===== config.mk =====
export PLATFORM = sky130hd
export DESIGN_NAME = fb_rect_writer
export DESIGN_NICKNAME = d
export VERILOG_FILES = /design/src/rtl/fb_rect_writer.sv
export SDC_FILE = /design/constraint.sdc
export NUM_CORES = 1
export LEC_CHECK = 0
export ABC_AREA = 1
export CORE_MARGIN = 2
export CORE_UTILIZATION = 30
export CTS_CLUSTER_DIAMETER = 200
export DETAILED_ROUTE_END_ITERATION = 6
export GPL_TIMING_DRIVEN = 0
export MAX_ROUTING_LAYER = met4
export PLACE_DENSITY_LB_ADDON = 0.2
export SLEW_MARGIN = 30
export SYNTH_ARGS = -nofsm -noshare
export SYNTH_HDL_FRONTEND = slang
export SYNTH_SLANG_ARGS = --single-unit

===== constraint.sdc =====
create_clock -name clk -period 4 [get_ports clk]
set_clock_uncertainty 0.2 [all_clocks]
set_input_delay 0.8 -clock clk [delete_from_list [all_inputs] [get_ports clk]]
set_output_delay 0.8 -clock clk [all_outputs]
set_load 0.01 [all_outputs]

===== src/rtl/fb_rect_writer.sv =====
// Filled-rectangle write engine for the 160x120x6 frame buffer: a small command
// FIFO feeds a clip/setup stage and a one-pixel-per-clock draw loop gated by vblank.
module fb_rect_writer #(
  parameter int FB_W     = 160,
  parameter int FB_H     = 120,
  parameter int ADDR_W   = 15,
  parameter int FIFO_DEP = 4
) (
  input  logic              clk,
  input  logic              rst,
  input  logic              vblank,
  input  logic              cmd_valid,
  output logic              cmd_ready,
  input  logic [7:0]        cmd_x,
  input  logic [6:0]        cmd_y,
  input  logic [7:0]        cmd_w,
  input  logic [6:0]        cmd_h,
  input  logic [5:0]        cmd_color,
  output logic              fb_we,
  output logic [ADDR_W-1:0] fb_addr,
  output logic [5:0]        fb_data,
  output logic              busy,
  output logic [1:0]        fsm_state
);

  localparam int PTR_W = $clog2(FIFO_DEP);
  localparam logic [PTR_W:0]    FULL_CNT = (PTR_W + 1)'(FIFO_DEP);
  localparam logic [8:0]        FB_W9    = 9'(FB_W);
  localparam logic [8:0]        FB_H9    = 9'(FB_H);
  localparam logic [ADDR_W-1:0] FB_W_A   = ADDR_W'(FB_W);

  typedef struct packed {
    logic [7:0] x;
    logic [6:0] y;
    logic [7:0] w;
    logic [6:0] h;
    logic [5:0] color;
  } cmd_t;

  typedef enum logic [1:0] {
    IDLE  = 2'd0,
    SETUP = 2'd1,
    DRAW  = 2'd2
  } state_e;

  state_e state, state_nxt;

  // Handshake: a command transfers on every rising edge where cmd_valid and
  // cmd_ready are both high; cmd_ready depends only on the FIFO fill level, and
  // the offering side must hold its fields stable until that edge.
  cmd_t             fifo_mem [FIFO_DEP];
  logic [PTR_W-1:0] wr_ptr, rd_ptr;
  logic [PTR_W:0]   count;
  logic             push, pop, fifo_empty;
  cmd_t             cmd_in;

  assign cmd_ready  = (count != FULL_CNT);
  assign fifo_empty = (count == '0);
  assign push       = cmd_valid & cmd_ready;
  assign cmd_in     = '{x: cmd_x, y: cmd_y, w: cmd_w, h: cmd_h, color: cmd_color};

  always_ff @(posedge clk) begin
    if (push) fifo_mem[wr_ptr] <= cmd_in;
  end

  always_ff @(posedge clk) begin
    if (rst) begin
      wr_ptr <= '0;
      rd_ptr <= '0;
      count  <= '0;
    end else begin
      if (push) wr_ptr <= wr_ptr + 1'b1;
      if (pop)  rd_ptr <= rd_ptr + 1'b1;
      case ({push, pop})
        2'b10:   count <= count + 1'b1;
        2'b01:   count <= count - 1'b1;
        default: count <= count;
      endcase
    end
  end

  // Working copy of the command being executed, plus the clipped draw window.
  cmd_t              cur;
  logic [7:0]        cx;
  logic [6:0]        cy;
  logic [8:0]        x_end, y_end;
  logic [ADDR_W-1:0] row_base;

  logic [8:0] x_sum, y_sum, x_end_c, y_end_c;
  logic       discard, last_col, last_row, draw_step;

  assign x_sum   = {1'b0, cur.x} + {1'b0, cur.w};
  assign y_sum   = {2'b00, cur.y} + {2'b00, cur.h};
  assign x_end_c = (x_sum > FB_W9) ? FB_W9 : x_sum;
  assign y_end_c = (y_sum > FB_H9) ? FB_H9 : y_sum;
  assign discard = (cur.w == 8'd0) || (cur.h == 7'd0) ||
                   ({1'b0, cur.x} >= FB_W9) || ({2'b00, cur.y} >= FB_H9);

  assign last_col = ({1'b0, cx} == x_end - 9'd1);
  assign last_row = ({2'b00, cy} == y_end - 9'd1);

  always_ff @(posedge clk) begin
    if (rst) state <= IDLE;
    else     state <= state_nxt;
  end

  always_comb begin
    state_nxt = state;
    pop       = 1'b0;
    draw_step = 1'b0;
    case (state)
      IDLE: begin
        if (!fifo_empty) begin
          pop       = 1'b1;
          state_nxt = SETUP;
        end
      end
      SETUP: begin
        state_nxt = discard ? IDLE : DRAW;
      end
      DRAW: begin
        if (vblank) begin
          draw_step = 1'b1;
          if (last_col && last_row) begin
            if (!fifo_empty) begin
              pop       = 1'b1;
              state_nxt = SETUP;
            end else begin
              state_nxt = IDLE;
            end
          end
        end
      end
      default: state_nxt = IDLE;
    endcase
  end

  always_ff @(posedge clk) begin
    if (rst) begin
      cur      <= '0;
      cx       <= '0;
      cy       <= '0;
      x_end    <= '0;
      y_end    <= '0;
      row_base <= '0;
    end else begin
      if (pop) cur <= fifo_mem[rd_ptr];
      if (state == SETUP) begin
        cx       <= cur.x;
        cy       <= cur.y;
        x_end    <= x_end_c;
        y_end    <= y_end_c;
        // y*160 as (y<<7)+(y<<5)
        row_base <= ADDR_W'({cur.y, 7'b0}) + ADDR_W'({cur.y, 5'b0});
      end else if (draw_step) begin
        if (last_col) begin
          cx       <= cur.x;
          cy       <= cy + 7'd1;
          row_base <= row_base + FB_W_A;
        end else begin
          cx <= cx + 8'd1;
        end
      end
    end
  end

  always_ff @(posedge clk) begin
    if (rst) begin
      fb_we   <= 1'b0;
      fb_addr <= '0;
      fb_data <= '0;
    end else begin
      fb_we <= draw_step;
      if (draw_step) begin
        fb_addr <= row_base + ADDR_W'(cx);
        fb_data <= cur.color;
      end
    end
  end

  assign busy      = !fifo_empty || (state != IDLE);
  assign fsm_state = state;

endmodule


==> impl_metrics.json <==
{
  "cts_resized": 0,
  "worstPathMaxFanout": 10,
  "maxSlewViolCount": 0,
  "syn_area_per_cell_um2": 8.992,
  "clkTransAtPathRegs_ps": 60,
  "finalWirelength_um": 31930,
  "grtUsageTotal": 0.1602,
  "grt_pass1_vias": 8913,
  "p_leak_uw": 0.005478,
  "cts_setup_buffers": 0,
  "cp_slowest_cell": "dfxtp_1",
  "hp-class": "reg2reg",
  "max_cap_viol_count": 0,
  "antenna_left": 0,
  "rsz0062_at_grt": "no",
  "post_drt_wl_per_cell_um": 16.40,
  "drc": 0,
  "die_area_um2": 40770,
  "overflow": 0,
  "post-route-period-util": 0.9097,
  "via_per_inst": 4.697,
  "cp-end-kind": "flip-flop",
  "synth_flop_cell": "edfxtp_1",
  "drtIter0Drc": 605,
  "status": "finished clean",
  "placed_cell_area_um2": 13240,
  "n_antenna_cell": 0,
  "flow.area_growth_from_synthesis_pct": 20.42,
  "die_y_um": 201.9,
  "syn_area_um2": 11750,
  "ys_seq_area_frac": 0.5536,
  "max_freq_ghz": 0.2748,
  "cts_buffers": 29,
  "grt_max_degree": 20,
  "final_nets": 1485,
  "cts_sinks": 253,
  "drive_gt1_frac": 0.05598,
  "finalHoldViolations": 0,
  "syn-num-nets": 1384,
  "worst_pin_slew_ps": 793.7,
  "layout_min_cycle_time_ps": 3639,
  "critPathMostFrequentCell": "nand2_1",
  "vias": 9146,
  "h-tree-depth": 1,
  "yosys_warnings": 0,
  "rows": 72,
  "holdBufCountCts": 0,
  "synthArstFlopShare": 0,
  "p_per_area_nw_per_um2": 727.2,
  "start_util": 0.3041,
  "holdWs_ps": 265.3,
  "slowest_delay_ps": 390,
  "multi_input_area_um2": 4634,
  "regArea_um2": 6506,
  "top_level_ports": 66,
  "synth_cell_types": 39,
  "worstSetupPathType": "reg2reg",
  "gp_congestion": 0.8724,
  "dieWidth_um": 201.9,
  "relSlewSlack": 0.4709,
  "n_fill_cell": 3915,
  "dp_hpwl_um": 22830,
  "finalSetupViolCount": 0,
  "dr.pass1.iters": 5,
  "worstSkewPairLatency_ps": 570,
  "antenna_found_initial": 0,
  "ir_drop_mv": 0.3635,
  "final_area_um2": 14150,
  "final_core_util": 0.3662,
  "synth-edff-count": 144,
  "max-clock-path-buffers": 3,
  "cts_tree": "done",
  "synth-seq-cells": 253,
  "critPathRequiredTime_ps": 4260,
  "path_cells": "inv_1 > ha_1 > inv_1 > nand2_1 > nand2_1 > nand2_1 > nand2_1 > nand2_1 > nor2_1 > nand3_1 > nor2_1 > nand3_1 > nand2_2 > nand2_2 > inv_2 > buf_2 > ha_1 > inv_1 > fa_1 > a21oi_1 > o21ai_0 > o21ai_0 > a21oi_1",
  "start_kind": "flip-flop",
  "cp.arrival_ps": 3890,
  "cts_root_buf": "clkbuf_16",
  "finalPower_uw": 10290,
  "placeableCoreArea_um2": 38650,
  "synthCells": 1307,
  "portBuffers": 64,
  "grt_pass1_wl_um": 50090
}
==> per-layer routing <==
layer,wire (um),global-route usage
met1,15240,0.2145
met2,14580,0.2558
met3,1384,0.02564
met4,730,0.03598
met5,0,-
==> layout by cell type (no fill, tap or decap), types with 8 or more instances in the layout <==
master           synthesis  layout
nand2_1                314     314
nor2_1                 149     145
edfxtp_1               144     144
a21oi_1                112     112
nand3_1                110     110
dfxtp_1                109     109
inv_1                   88      88
clkdlybuf4s50_1          0      64
clkbuf_1                48      58
o21ai_0                 45      45
a32o_1                  36      36
ha_1                    33      33
clkbuf_16                0      29
xor2_1                  20      20
xnor2_1                 14      14
nand4_1                 10      10
or2_2                    8       8
==> layout make-up <==
type,instances,area share
inverter,94,0.02493
sequential,253,0.4597
clock inverter,13,0.01079
tap,518,0.04580
clock buffer,39,0.05393
multi-input combinational,895,0.3275
timing repair buffer,70,0.05694
buffer,65,0.02042
==> synthesized netlist by cell type (2+ instances only) <==
master	instances	area share
nand2_1	314	0.10
nor2_1	149	0.048
edfxtp_1	144	0.37
a21oi_1	112	0.048
nand3_1	110	0.047
dfxtp_1	109	0.19
inv_1	88	0.028
clkbuf_1	48	0.015
o21ai_0	45	0.019
a32o_1	36	0.031
ha_1	33	0.035
xor2_1	20	0.015
xnor2_1	14	0.010
nand4_1	10	0.0053
or2_2	8	0.0043
nor3_1	7	0.0030
buf_2	6	0.0026
inv_2	6	0.0019
buf_1	5	0.0016
buf_6	4	0.0038
fa_1	4	0.0068
nor2_2	4	0.0021
o211ai_1	4	0.0026
nand2_2	3	0.0016
nand3b_1	3	0.0019
nor4_1	3	0.0016
a31oi_1	2	0.0011
buf_4	2	0.0013
o21a_1	2	0.0013
o21bai_1	2	0.0013
o22ai_1	2	0.0011
==> flip-flops by register name, summed over array words and instances (netlist names) <==
register,flops
fb_data,6
x_end,9
fsm_state,2
y_end,8
cy,7
wr_ptr,2
fb_we,1
row_base,10
fb_addr,15
cur,36
cx,8
count,3
fifo_mem,144
rd_ptr,2
==> path summary, 6_finish.rpt <==
path | startpoint | end | slack [ps] | cells after the start
setup / recovery | y_end[0] | count[2] | 360 | 23
hold / removal | x_end[1] | x_end[1] | 270 | 2
setup reg to reg | y_end[0] | count[2] | 360 | 23
hold reg to reg | x_end[1] | x_end[1] | 270 | 2
==> per-stage QoR <==
| step | worst slack, ps | setup TNS [ps] | std cells |
|---|---|---|---|
| after floorplan | 874.2 | 0 | 1307 |
| after global placement | -1055 | -137650 | 1889 |
| after detailed placement | 9.848 | 0 | 1895 |
| after CTS | 339.5 | 0 | 1947 |
| after global routing | 4.509 | 0 | 1947 |
| final | 361.2 | 0 | 1947 |
==> logic make-up (layout without fill, tap and decap cells) <==
group	after synthesis	after routing	share of synthesized area
fa+ha+maj	37	37	0.04195
mux	1	1	0.0008517
buf+inv	159	281	0.05461
compound gates	210	210	0.1081
simple gates	613	613	0.2156
flops	253	253	0.5536
xor+xnor	34	34	0.02534
==> worst max-delay path, delay by kind of cell (launching register included) <==
kind                       cells  cell delay, ps
buffers and inverters          5             570
and+or+nand+nor               11            1050
adders and majority gates      3             830
AOI/OAI and AO/OA              4             470
DFF                            1             390
==> power by group <==
part,switching (uW),internal [uW]
clock,1080,1530
combinational,2580,1520
sequential,378,3200
(Power assumes the default switching activity.)
